`config.mk`:
```
export PLATFORM = sky130hd
export DESIGN_NAME = uart_cmd_host
export DESIGN_NICKNAME = d
export VERILOG_FILES = /design/src/rtl/uart_cmd_host.sv
export SDC_FILE = /design/constraint.sdc
export NUM_CORES = 1
export LEC_CHECK = 0
export CORE_ASPECT_RATIO = 1.2
export CORE_UTILIZATION = 49
export DETAILED_ROUTE_END_ITERATION = 6
export PLACE_DENSITY = 0.85
export REMOVE_ABC_BUFFERS = 1
export SETUP_SLACK_MARGIN = 0.5
export SLEW_MARGIN = 10
export SYNTH_ARGS = -nofsm -noshare
export SYNTH_HDL_FRONTEND = slang
export SYNTH_SLANG_ARGS = --single-unit
```
`constraint.sdc`:
```
create_clock -name CLK -period 2.2 [get_ports CLK]
set_input_delay 0.44 -clock CLK [delete_from_list [all_inputs] [get_ports CLK]]
set_output_delay 0.44 -clock CLK [all_outputs]
set_load 0.01 [all_outputs]
```
`src/rtl/uart_cmd_host.sv`:
```
// Host-side UART command initiator: serialises write/read/ALU frames and collects the response bytes.
// Optional stray-byte counter output enabled by defining UART_CMD_HOST_STRAY_CNT_EN.
module uart_cmd_host #(
    parameter int unsigned TIMEOUT_CYCLES = 65535,
    parameter int unsigned TO_W           = 16
) (
    input  logic        CLK,
    input  logic        RST,
    input  logic        cmd_valid,
    output logic        cmd_ready,
    input  logic [1:0]  cmd_op,
    input  logic [3:0]  cmd_addr,
    input  logic [7:0]  cmd_wdata,
    input  logic [7:0]  cmd_opa,
    input  logic [7:0]  cmd_opb,
    input  logic [3:0]  cmd_fun,
    output logic [7:0]  tx_data,
    output logic        tx_valid,
    input  logic        tx_ready,
    input  logic [7:0]  rx_data,
    input  logic        rx_valid,
    output logic        rsp_valid,
    output logic [15:0] rsp_data,
    output logic        rsp_timeout,
    output logic        busy
`ifdef UART_CMD_HOST_STRAY_CNT_EN
    ,
    output logic [7:0]  stray_cnt
`endif
);

    localparam logic [1:0] OP_WR   = 2'b00;
    localparam logic [1:0] OP_RD   = 2'b01;
    localparam logic [1:0] OP_ALU  = 2'b10;
    localparam logic [TO_W-1:0] TO_LAST = TO_W'(TIMEOUT_CYCLES - 1);

    typedef enum logic [1:0] {S_IDLE, S_SEND, S_WAIT_RX, S_DONE} state_e;

    state_e          state_q, state_d;
    logic [1:0]      op_q, op_d;
    logic [3:0]      addr_q, addr_d, fun_q, fun_d;
    logic [7:0]      wdata_q, wdata_d, opa_q, opa_d, opb_q, opb_d;
    logic [1:0]      idx_q, idx_d, rx_cnt_q, rx_cnt_d;
    logic            tx_valid_q, tx_valid_d;
    logic [7:0]      tx_data_q, tx_data_d;
    logic [TO_W-1:0] to_cnt_q, to_cnt_d;
    logic [7:0]      rxb0_q, rxb0_d, rxb1_q, rxb1_d;
    logic            rsp_valid_q, rsp_valid_d, rsp_timeout_q, rsp_timeout_d;
    logic [15:0]     rsp_data_q, rsp_data_d;

    logic       accept, tx_hs, rx_take, rx_last, to_hit, last_byte;
    logic [1:0] last_idx, exp_rx, idx_nxt;
    logic [7:0] hdr, next_byte, nb0, nb1;
    logic [15:0] rsp_asm;

    assign cmd_ready   = (state_q == S_IDLE);
    assign busy        = (state_q != S_IDLE);
    assign tx_valid    = tx_valid_q;
    assign tx_data     = tx_data_q;
    assign rsp_valid   = rsp_valid_q;
    assign rsp_data    = rsp_data_q;
    assign rsp_timeout = rsp_timeout_q;

    assign accept    = cmd_valid && cmd_ready;
    assign tx_hs     = tx_valid_q && tx_ready;
    assign idx_nxt   = idx_q + 2'd1;
    assign last_byte = (idx_q == last_idx);
    assign rx_take   = (state_q == S_WAIT_RX) && rx_valid;
    assign rx_last   = rx_take && ((rx_cnt_q + 2'd1) == exp_rx);
    // A byte arriving on the terminal count cycle takes priority over the timeout.
    assign to_hit    = (state_q == S_WAIT_RX) && !rx_valid && (to_cnt_q == TO_LAST);
    assign nb0       = (rx_take && rx_cnt_q == 2'd0) ? rx_data : rxb0_q;
    assign nb1       = (rx_take && rx_cnt_q == 2'd1) ? rx_data : rxb1_q;
    assign rsp_asm   = (op_q == OP_RD) ? {8'h00, nb0} : {nb1, nb0};

    always_comb begin
        hdr       = 8'hDD;
        last_idx  = 2'd1;
        exp_rx    = 2'd2;
        next_byte = {4'h0, fun_q};
        case (cmd_op)
            2'b00:   hdr = 8'hAA;
            2'b01:   hdr = 8'hBB;
            2'b10:   hdr = 8'hCC;
            default: hdr = 8'hDD;
        endcase
        case (op_q)
            OP_WR: begin
                last_idx  = 2'd2;
                exp_rx    = 2'd0;
                next_byte = (idx_nxt == 2'd1) ? {4'h0, addr_q} : wdata_q;
            end
            OP_RD: begin
                exp_rx    = 2'd1;
                next_byte = {4'h0, addr_q};
            end
            OP_ALU: begin
                last_idx = 2'd3;
                case (idx_nxt)
                    2'd1:    next_byte = opa_q;
                    2'd2:    next_byte = opb_q;
                    default: next_byte = {4'h0, fun_q};
                endcase
            end
            default: ;
        endcase
    end

    always_ff @(posedge CLK) begin
        if (!RST) state_q <= S_IDLE;
        else      state_q <= state_d;
    end

    always_comb begin
        state_d = state_q;
        case (state_q)
            S_IDLE:    if (accept) state_d = S_SEND;
            S_SEND:    if (tx_hs && last_byte) state_d = (op_q == OP_WR) ? S_DONE : S_WAIT_RX;
            S_WAIT_RX: if (rx_last || to_hit) state_d = S_DONE;
            default:   state_d = S_IDLE;
        endcase
    end

    always_comb begin
        op_d = op_q;  addr_d = addr_q;  wdata_d = wdata_q;
        opa_d = opa_q;  opb_d = opb_q;  fun_d = fun_q;
        idx_d = idx_q;  tx_valid_d = tx_valid_q;  tx_data_d = tx_data_q;
        to_cnt_d = to_cnt_q;  rx_cnt_d = rx_cnt_q;  rxb0_d = rxb0_q;  rxb1_d = rxb1_q;
        rsp_valid_d = 1'b0;  rsp_data_d = rsp_data_q;  rsp_timeout_d = rsp_timeout_q;
        case (state_q)
            S_IDLE: if (accept) begin
                op_d = cmd_op;  addr_d = cmd_addr;  wdata_d = cmd_wdata;
                opa_d = cmd_opa;  opb_d = cmd_opb;  fun_d = cmd_fun;
                idx_d = 2'd0;  tx_valid_d = 1'b1;  tx_data_d = hdr;
            end
            S_SEND: if (tx_hs) begin
                if (last_byte) begin
                    tx_valid_d = 1'b0;
                    to_cnt_d = '0;  rx_cnt_d = '0;  rxb0_d = '0;  rxb1_d = '0;
                    if (op_q == OP_WR) begin
                        rsp_valid_d = 1'b1;  rsp_data_d = '0;  rsp_timeout_d = 1'b0;
                    end
                end else begin
                    idx_d = idx_nxt;
                    tx_data_d = next_byte;
                end
            end
            S_WAIT_RX: begin
                rxb0_d = nb0;
                rxb1_d = nb1;
                if (rx_valid) begin
                    to_cnt_d = '0;
                    rx_cnt_d = rx_cnt_q + 2'd1;
                end else begin
                    to_cnt_d = to_cnt_q + 1'b1;
                end
                if (rx_last || to_hit) begin
                    rsp_valid_d = 1'b1;  rsp_data_d = rsp_asm;  rsp_timeout_d = to_hit;
                end
            end
            default: ;
        endcase
    end

    always_ff @(posedge CLK) begin
        if (!RST) begin
            op_q <= '0;  addr_q <= '0;  wdata_q <= '0;  opa_q <= '0;  opb_q <= '0;  fun_q <= '0;
            idx_q <= '0;  tx_valid_q <= 1'b0;  tx_data_q <= '0;
            to_cnt_q <= '0;  rx_cnt_q <= '0;  rxb0_q <= '0;  rxb1_q <= '0;
            rsp_valid_q <= 1'b0;  rsp_data_q <= '0;  rsp_timeout_q <= 1'b0;
        end else begin
            op_q <= op_d;  addr_q <= addr_d;  wdata_q <= wdata_d;
            opa_q <= opa_d;  opb_q <= opb_d;  fun_q <= fun_d;
            idx_q <= idx_d;  tx_valid_q <= tx_valid_d;  tx_data_q <= tx_data_d;
            to_cnt_q <= to_cnt_d;  rx_cnt_q <= rx_cnt_d;  rxb0_q <= rxb0_d;  rxb1_q <= rxb1_d;
            rsp_valid_q <= rsp_valid_d;  rsp_data_q <= rsp_data_d;  rsp_timeout_q <= rsp_timeout_d;
        end
    end

`ifdef UART_CMD_HOST_STRAY_CNT_EN
    logic [7:0] stray_q;
    logic       stray_hit;
    assign stray_hit = rx_valid && ((state_q != S_WAIT_RX) || (rx_cnt_q == exp_rx));
    assign stray_cnt = stray_q;

    always_ff @(posedge CLK) begin
        if (!RST)                                stray_q <= '0;
        else if (stray_hit && stray_q != 8'hFF)  stray_q <= stray_q + 8'd1;
    end
`endif

endmodule

```
== After elaboration in Yosys (flattened, before gate mapping) ==
Cells that the tools add are included.

* Register bits: 99
* Input port bits: 47
* Output and inout bits: 29
* Word-level logic and storage cells: 118

* $add $sub $neg: 3
* Equality and inequality tests: 20
* Multiplexer cells: 53
* Reductions and logical operators: 25

{| class="wikitable"
|+ Operators by type and width
! cell !! number
|-
| 16-bit 2-to-1 mux || 8
|-
| 8-bit 2-to-1 mux || 8
|-
| 16-bit one-hot mux with 2 select lines || 2
|-
| 8-bit one-hot mux with 2 select lines || 4
|-
| 8-bit one-hot mux with 3 select lines || 1
|-
| 7-bit one-hot mux with 3 select lines || 1
|-
| 2-bit 2-to-1 mux || 9
|-
| 16-bit by 1-bit adder with 16-bit output (second input constant) || 1
|-
| 16-bit == test (second input constant) || 1
|-
| 2-bit one-hot mux with 2 select lines || 4
|-
| 1-bit 2-to-1 mux || 12
|-
| 2-bit inequality test (second input constant) || 6
|-
| 4-bit AND reduction || 3
|-
| 2-bit by 1-bit == test with 1-bit output (second input constant) || 5
|-
| 1-bit logical AND || 9
|-
| 2-bit == test (second input constant) || 4
|-
| 2-bit zero test || 4
|-
| 1-bit one-hot mux with 2 select lines || 3
|-
| 2-bit one-hot mux with 3 select lines || 1
|-
| 3-bit AND reduction || 2
|-
| 2-bit nonzero test || 3
|-
| 5-bit AND reduction || 1
|-
| 2-bit by 1-bit adder with 2-bit output (second input constant) || 2
|-
| 2-bit == test || 2
|-
| other kinds (4) || 5
|}

== Logic depth before layout (Yosys ltp) ==
Gate-level depths: netlist of the first run.

* Word-level depth: 7
* Gate-level depth with buffers: 9
* Mapped depth without buffers: 7

== Worst setup path before layout of the first run ==
OpenSTA, ideal clock, no wires.

* Kind: reg2reg
* Start point: register rx_cnt_q[0]
* End point: register rsp_timeout_q (netlist: rsp_timeout)
* Library setup time: 0.072 ns
* Arrival: 2.036 ns
* Required time: 2.128 ns
* Slack: 0.092 ns
* Stages on the path, launching flop included: 9
* Path buffers: 1
* Period minus slack after synthesis: 2.108 ns
* Cell sequence: dfxtp_1 > inv_1 > ha_1 > or3b_1 > o211ai_1 > a21oi_2 > nor2_4 > buf_12 > mux2i_1

* Longest elaborated chain between the ends: 6

{| class="wikitable"
|+ Ends and longest elaborated chain
! element !! line !! source
|-
| from (decl) || 43 || <nowiki>logic [1:0] idx_q, idx_d, rx_cnt_q, rx_cnt_d;</nowiki>
|-
| from (signal assigned) || 175 || <nowiki>to_cnt_q <= to_cnt_d; rx_cnt_q <= rx_cnt_d; rxb0_q <= rxb0_d; rxb1_q <= rxb1_d;</nowiki>
|-
| 2-bit by 1-bit adder with 2-bit output || 69 || <nowiki>assign rx_last = rx_take && ((rx_cnt_q + 2'd1) == exp_rx);</nowiki>
|-
| 2-bit == test || 69 ||
|-
| 1-bit logical AND || 69 ||
|-
| 1-bit logical OR || 157 || <nowiki>if (rx_last || to_hit) begin</nowiki>
|-
| 2-bit by 1-bit inequality test with 1-bit output (no source line) || -- ||
|-
| 5-bit AND reduction (no source line) || -- ||
|-
| to (signal assigned) || 176 || <nowiki>rsp_valid_q <= rsp_valid_d; rsp_data_q <= rsp_data_d; rsp_timeout_q <= rsp_timeout_d;</nowiki>
|-
| to (decl) || 48 || <nowiki>logic rsp_valid_q, rsp_valid_d, rsp_timeout_q, rsp_timeout_d;</nowiki>
|}

Every way passes these cells.
A chain may end at the register's enable or synchronous reset.

== Worst setup path in the final report of the first run ==
Same ends and word-level chain as after synthesis.

==> results of run 1 <==
what timing repair did:
item / CTS / global route
setup buffers: 7 / 10
gates cloned: 1 / 1
resized for setup: 34 / 60
pin swaps: 1 / 13
endpoints found under the setup margin: 68 / 72
cell type report:
class / instances / area share (%)
Clock inverter: 4 / 0.399
Clock buffer: 12 / 3.75
Sequential cell: 99 / 30.6
Tap cell: 123 / 2.34
Inverter: 12 / 0.837
Timing Repair Buffer: 125 / 18.8
Multi-Input combinational cell: 438 / 43.4
cell families after synthesis:
| kind of cell | after synthesis | share of synthesized area (%) |
|---|---|---|
| AOI/OAI and AO/OA | 112 | 17.0 |
| xor gates and xnor gates | 15 | 2.85 |
| adders and majority gates | 11 | 2.82 |
| buffers and inverters | 50 | 4.49 |
| DFF | 99 | 40.7 |
| muxes | 36 | 7.60 |
| and+or+nand+nor | 264 | 24.6 |
metal layers:
metal | global-route usage (%) | vias up | part of all wire [%] | wire, um
li1 | - | 2205 | - | -
met1 | 30.3 | 2201 | 41 | 5410
met2 | 43.0 | 136 | 52 | 6880
met3 | 3.09 | 44 | 4.4 | 585
met4 | 13.0 | 0 | 3.5 | 461
met5 | 0 | - | 0 | 0
worst max-delay path, cell delays in order (launching register included):
cell and delay, ns:
dfxtp_2 0.34, inv_2 0.05, ha_4 0.24, or3b_1 0.34, o211ai_1 0.24, a21oi_2 0.11
nor2_4 0.16, buf_12 0.19, mux2i_1 0.23
registers in the layout (all words and copies together), names as in the netlist, 2 cells and up:
register  flops
rx_cnt_q      2
idx_q         2
tx_data       8
state_q       2
opa_q         8
rxb0_q        8
addr_q        4
fun_q         4
rxb1_q        8
wdata_q       8
op_q          2
opb_q         8
rsp_data     16
to_cnt_q     16
power breakdown:
part	internal (uW)	total, uW	switching (uW)
sequential	2020	2200	179
clock	797	1490	693
combinational	1150	2460	1310
total	3960	6140	2180
through the flow:
stage                     hold WS (ns)  util [%]
final                            0.460      68.4
after global routing             0.485      68.4
after CTS                        0.462      65.5
after detailed placement         0.450      60.9
after global placement           0.444      60.9
after floorplan                  0.437         -
worst paths after layout:
kind | slack (ns) | startpoint | to | depth (start not counted)
worst max-delay path | 0.22 | rx_cnt_q[0] | rsp_timeout | 8
worst min-delay path | 0.46 | rxb0_q[3] | rxb0_q[3] | 2
worst max register to register | 0.22 | rx_cnt_q[0] | rsp_timeout | 8
worst min register to register | 0.46 | rxb0_q[3] | rxb0_q[3] | 2
Yosys cell counts, drive strengths merged:
master,instances,area [sq um]
o221a,2,22.5
mux2,8,90.1
and4,2,17.5
a22oi,6,45.0
o31ai,2,15.0
o22ai,5,31.3
and2,5,31.3
or3b,1,8.76
nand3,32,173
a211oi,1,7.51
a221o,1,10.0
nor2,37,146
buf,9,65.1
o21ai,15,82.6
inv,12,45.0
o211a,1,10.0
a31oi,4,25.0
nor4,2,27.5
nand3b,2,15.0
nor4b,1,8.76
nand2,146,548
mux2i,28,280
a21oi,7,38.8
nand4,13,87.6
xnor2,3,26.3
dfxtp,99,1980
clkbuf,29,109
nor3,6,30.0
nor2b,3,18.8
o21ba,1,10.0
o21a,3,22.5
a21boi,54,405
and3,4,25.0
o2111ai,1,8.76
ha,11,138
a221oi,1,26.3
nand2b,8,50.1
o211ai,7,57.6
xor2,12,113
a22o,1,8.76
or3,2,12.5
==> impl_metrics.ini, run 1 <==
[grt]
grt_overflow = 0
track_usage_pct = 25.1
grt_pass1_wl_um = 20700
antenna_found_initial = 0
grt_pass1_vias = 4506
grt_max_degree = 36

[floorplanning]
ios = 76
die_y_um = 111
coreArea_sq_um = 9610
row_count = 39
fp.dieW_um = 93.1
start_util_pct = 50.7
dieArea_sq_um = 10400

[yosys]
avgSynthCellArea_sq_um = 8.30
netlist_area_sq_um = 4870
synth-seq-area-share_pct = 40.7
yosysWarnings = 0
ys_seq_elements = 99
synthCells = 587
ys_types = 55

[power_and_ir_drop]
p_per_area_nw_per_um2 = 933
p_leak_uw = 0.00255
irDropWorstVdd_mv = 0.483
p_total_uw = 6140

[cells_and_area]
finalNonFillerCells = 813
nets = 743
area_growth_pct = 35.0
num_antenna_cells = 0
multiInputGateArea_sq_um = 2850
n_fill_cell = 660
final_cell_mix = nand2_1, dfxtp_1, clkdlybuf4s50_1
drive_gt1_share_pct = 18.4
final_common_cell = nand2_1
final_cell_area_sq_um = 6580
seqCellArea_sq_um = 2010

[detailed_routing]
via_per_inst = 5.64
wl_per_cell_um = 16.4
dr.pass1.iters = 5
antenna_left = 0
drc_errors = 0
dr_total_vias = 4586
wl_um = 13300
drtIter0Drc = 344

[timing]
drv_slew = 0
fin_crit_sh_pct = 90.0
rsz0062_at_grt = yes
relSlewSlack_pct = 74.5
hold_violations = 0
tightest_slew_ns = 0.382
tns_ns = 0
setup_ws_ns = 0.221
finalClockSkew_ns = 0.00510
fmax_ghz = 0.505
setup_viol = 0
fin_crit_ns = 1.98

[worst_hold_path]
hold_class = register to register

[setup_path]
crit_required_ns = 2.47
path_class = register to register
startpoint_type = register
cp_max_fo = 17
end_kind = register
worstPathArrival_ns = 2.25

[clocking]
clockRootBuffer = clkbuf_16
cts_tree = built
cts_buffer_depth = 2
htree_levels = 3
clkTransAtPathRegs_ns = 0.07
cts.hold.buffers_added = 0
cts_sinks = 99
cts_buffers = 9
clk_latency_ns = 0.35

[placement]
hpwl_um = 8480
place_area_sq_um = 5860
dp_slack_ns = 0.000301
gp_congestion = 0.872
numPortBuffers = 75
place_inst = 778

[status]
status = finished clean

[job]
drv_cap = 0
Power figures use the tool's default switching activity.
==> inputs of run 2 (changes only) <==
PLACE_DENSITY = 0.75   (was 0.85)
clock period = 1.7 ns   (was 2.2 ns; I/O delays follow)
==> run 2 against run 1 <==
  * The flow now finishes with violations (setup timing)
  * Worst setup slack got worse by 0.94 ns
  * Core utilization is 19 points higher
  * Critical path depth grew 1
  * Global-route usage rose by 11 points
  * Non-clock buffer count is 88 higher
  * Final area is 28% higher
  * Fmax down 18%
  * Sequential share of layout area down 6.4 points
  * Routed wire length up 80%
  * Critical endpoint is now state_q[1]
  * Highest routed layer unchanged
==> impl_metrics.ini, run 2 (synthesis results as in run 1) <==
[cells_and_area]
n_fill_cell = 393
final_common_cell = nand2_1
nets = 831
final_cell_mix = nand2_1, buf_4, dfxtp_1
area_growth_pct = 73.2
drive_gt1_share_pct = 52.8
fin_util_pct = 87.8

[setup_path]
worstPathArrival_ns = 2.68
cp_max_fo = 2
path_class = register to register
cpMaxStageDelayCell = o211ai_1
critPathMaxStageDelay_ns = 0.43
end_kind = register
startpoint_type = register
crit_required_ns = 1.97
cp_common_cell = buf_4
path_cells = inv_2 > ha_4 > or3b_1 > o211ai_1 > a21oi_2 > buf_4 > nor3_2 > buf_4 > mux2i_1

[clocking]
clk_latency_ns = 0.37
clkTransAtPathRegs_ns = 0.08
cts_buffer_depth = 2
clockRootBuffer = clkbuf_16
cts_buffers = 9
cts_tree = built
htree_levels = 3
cts_sinks = 99

[detailed_routing]
antenna_left = 0
dr.pass1.iters = 7
drc_errors = 0
wl_per_cell_um = 26.6
wl_um = 24000
dr_total_vias = 5943
drtIter0Drc = 649
via_per_inst = 6.59

[grt]
grt_pass1_wl_um = 28300
antenna_found_initial = 1
track_usage_pct = 35.9
grt_max_degree = 53
grt_pass1_vias = 5443
grt_overflow = 0

[placement]
numPortBuffers = 75
hpwl_um = 8670
gp_congestion = 0.834

[timing]
drv_slew = 0
fin_crit_ns = 2.42
hold_violations = 0
setup_viol = 76
fmax_ghz = 0.414
finalClockSkew_ns = 0.0112
tns_ns = -16.59
setup_ws_ns = -0.717
relSlewSlack_pct = 67.5
tightest_slew_ns = 0.487
fin_crit_sh_pct = 142
rsz0062_at_grt = yes

[floorplanning]
row_count = 39
ios = 76
dieArea_sq_um = 10400
die_y_um = 111
start_util_pct = 50.7
coreArea_sq_um = 9610
fp.dieW_um = 93.1

[power_and_ir_drop]
p_leak_uw = 0.00346
irDropWorstVdd_mv = 0.934
p_per_area_nw_per_um2 = 1380

[job]
drv_cap = 0

[status]
violations = setup timing
status = finished, violations left

[worst_hold_path]
hold_class = primary input to register
## run 2: routing by layer
| metal | share of wire (%) | up-vias | global-route usage [%] | wire (um) |
|---|---|---|---|---|
| li1 | - | 2381 | - | - |
| met1 | 34 | 2801 | 41.7 | 8290 |
| met2 | 46 | 532 | 59.4 | 11000 |
| met3 | 10 | 229 | 6.65 | 2400 |
| met4 | 9.6 | 0 | 23.5 | 2300 |
| met5 | 0 | - | 0 | 0 |
## run 2: through the flow
step	instance area, sq um	hold slack [ns]	worst slack, ns	cells	power (uW)
6_report	8440	0.418	-0.717	902	11700
5_1_grt	8440	0.420	-0.917	901	11900
4_1_cts	7600	0.391	-0.229	873	9760
3_5_place_dp	6200	0.450	-0.406	817	5810
3_3_place_gp	6200	0.443	-0.335	817	5730
2_1_floorplan	4700	0.437	-1.11	549	4270
## run 2: report_power, final
part / internal, uW / switching (uW) / total (uW)
Combinational: 3210 / 3270 / 6490
Clock: 1190 / 1080 / 2270
Sequential: 2630 / 308 / 2940
Total: 7030 / 4660 / 11700
## run 2: worst paths after layout
| check | startpoint | to | slack (ns) | cells past startpoint |
|---|---|---|---|---|
| worst max-delay path | rx_cnt_q[1] | state_q[1] | -0.72 | 9 |
| worst min-delay path | RST | rx_cnt_q[0] | 0.42 | 2 |
| worst max register to register | rx_cnt_q[1] | state_q[1] | -0.72 | 9 |
| worst min register to register | rsp_data[1] | rsp_data[1] | 0.45 | 2 |
## run 2: layout make-up
cell class | count | area [sq um] | area share, %
clock buffers | 9 | 225 | 2.67
flip-flops and latches | 99 | 2040 | 24.1
diodes | 1 | 2.50 | 0.0296
repair buffers | 213 | 2230 | 26.4
multi-input cells | 438 | 3650 | 43.2
clock inverters | 7 | 90.1 | 1.07
well taps | 123 | 154 | 1.82
inverters | 12 | 58.8 | 0.696
## run 2: timing repair
| item | CTS | global route |
|---|---|---|
| pin swaps | 74 | 74 |
| hold buffers | 0 | 0 |
| gates cloned | 14 | 3 |
| gates resized for setup | 374 | 143 |
| endpoints found under the setup margin | 128 | 106 |
| buffers inserted | 26 | 25 |
## run 2: worst max-delay path, delay by kind of cell (launching register included)
| family | cells | cell delay, ns |
|---|---|---|
| AOI/OAI and AO/OA | 2 | 0.56 |
| muxes | 1 | 0.26 |
| buffers and inverters | 3 | 0.39 |
| and+or+nand+nor | 2 | 0.52 |
| DFF | 1 | 0.34 |
| adders and majority gates | 1 | 0.23 |
==> inputs of run 3 (changes only) <==
SKIP_LAST_GASP = 1   (was not set)
==> run 3 against run 2 <==
  * The run still ends with setup timing left
  * Via count is 7.9% lower
  * Highest routed layer unchanged
  * Final cell count shrank 1.9%
  * Final area down 6.2%
==> impl_metrics.ini, run 3 (synthesis results as in run 1) <==
[setup_path]
cp_max_fo = 2
r2r_start = rx_cnt_q[0]
path_class = register to register
crit_required_ns = 1.96
critPathMaxStageDelay_ns = 0.36
startpoint_type = register
worstPathArrival_ns = 2.33
path_cells = inv_2 > ha_4 > or3b_1 > o211ai_1 > a21oi_2 > buf_4 > nor3_2 > buf_4 > mux2i_1
cpMaxStageDelayCell = or3b_1
cp_common_cell = buf_4
critPathLaunch = rx_cnt_q[0]
end_kind = register

[clocking]
clk_latency_ns = 0.36
clkTransAtPathRegs_ns = 0.08
clockRootBuffer = clkbuf_16
cts_buffers = 9
cts_tree = built
cts_buffer_depth = 2
cts_sinks = 99
cts.hold.buffers_added = 0
htree_levels = 3

[cells_and_area]
num_antenna_cells = 0
final_cell_mix = nand2_1, buf_4, dfxtp_1
final_common_cell = nand2_1
drive_gt1_share_pct = 45.7
finalNonFillerCells = 885
nets = 815
n_fill_cell = 466
area_growth_pct = 62.5
final_cell_area_sq_um = 7920

[grt]
antenna_found_initial = 0
grt_pass1_wl_um = 27100
grt_overflow = 0
grt_max_degree = 53
grt_pass1_vias = 5360
track_usage_pct = 33.9

[detailed_routing]
antenna_left = 0
dr_total_vias = 5471
wl_per_cell_um = 22.2
dr.pass1.iters = 5
drc_errors = 0
wl_um = 19600
via_per_inst = 6.18
drtIter0Drc = 528

[power_and_ir_drop]
internal_power_uw = 6570
p_sw_share_pct = 37.3
power_frac_clock_pct = 21.1
p_total_uw = 10500
power_frac_seq_pct = 27.4
p_leak_uw = 0.00315
irDropWorstVdd_mv = 0.824
comb_power_share_pct = 51.5
p_switching_uw = 3910
p_per_area_nw_per_um2 = 1320

[timing]
tightest_slew_ns = 0.401
fmax_ghz = 0.483
drv_slew = 0
rsz0062_at_grt = yes
setup_viol = 56
setup_ws_ns = -0.368
fin_hold_ws_ns = 0.417
relSlewSlack_pct = 73.1
finalClockSkew_ns = 0.00892
fin_crit_ns = 2.07
fin_crit_sh_pct = 122
hold_violations = 0

[floorplanning]
coreArea_sq_um = 9610
ios = 76
fp.dieW_um = 93.1
die_y_um = 111
row_count = 39
start_util_pct = 50.7
dieArea_sq_um = 10400

[job]
drv_cap = 0

[placement]
place_inst = 817
place_area_sq_um = 6200
gp_congestion = 0.834
numPortBuffers = 75
hpwl_um = 8670

[status]
status = finished, violations left
violations = setup timing

[worst_hold_path]
hold_class = primary input to register
hp-start = RST
run 3: cell count changes in the layout (fill, tap and decap cells not counted), sizes merged:
| cell | change |
|---|---|
| buf | -13 |
| clkbuf | -3 |
| diode | -1 |
run 3: layer usage:
layer  up-vias  GRT usage (%)  wire, um
met1      2611           40.5      7340
li1       2354              -         -
met2       359           56.0      9390
met4         0           22.1      1530
met5         -              0         0
met3       147           4.73      1360
run 3: power groups by stage:
| stage | clock network [uW] | registers, uW | logic, uW |
|---|---|---|---|
| CTS | 2200 | 2810 | 4540 |
| detailed placement | 0 | 2830 | 2990 |
| global placement | 0 | 2820 | 2910 |
| finish | 2210 | 2870 | 5390 |
| global route | 2330 | 2890 | 5600 |
| floorplan | 0 | 2840 | 1420 |
run 3: timing repair:
action	in CTS	in global routing
setup buffers	26	12
gates resized for setup	333	98
cloned	14	0
setup endpoints to repair	128	103
pin swaps	68	39
run 3: path summary, 6_finish.rpt:
check,end,slack (ns),cells after the start
max,state_q[1],-0.37,9
min,rx_cnt_q[0],0.42,2
max reg2reg,state_q[1],-0.37,9
min reg2reg,rsp_data[1],0.45,2
run 3: metrics by stage:
stage | setup TNS [ns] | worst slack (ns) | util, %
floorplan | -47.47 | -1.11 | -
global placement | -12.64 | -0.335 | 64.5
detailed placement | -14.35 | -0.406 | 64.5
CTS | -3.93 | -0.229 | 77.6
global route | -10.58 | -0.396 | 82.4
finish | -6.96 | -0.368 | 82.4
run 3: final cells by class:
| type | count | area (sq um) | area share [%] |
|---|---|---|---|
| Timing Repair Buffer | 197 | 2020 | 25.5 |
| Multi-Input combinational cell | 438 | 3330 | 42.1 |
| Tap cell | 123 | 154 | 1.94 |
| Clock inverter | 7 | 90.1 | 1.14 |
| Inverter | 12 | 56.3 | 0.711 |
| Clock buffer | 9 | 225 | 2.84 |
| Sequential cell | 99 | 2040 | 25.8 |
run 3: critical path: cells and delay by family (launching register included):
family / cells / cell delay [ns]
buf+inv: 3 / 0.37
simple gates: 2 / 0.52
fa+ha+maj: 1 / 0.21
compound gates: 2 / 0.30
mux: 1 / 0.23
flops: 1 / 0.35
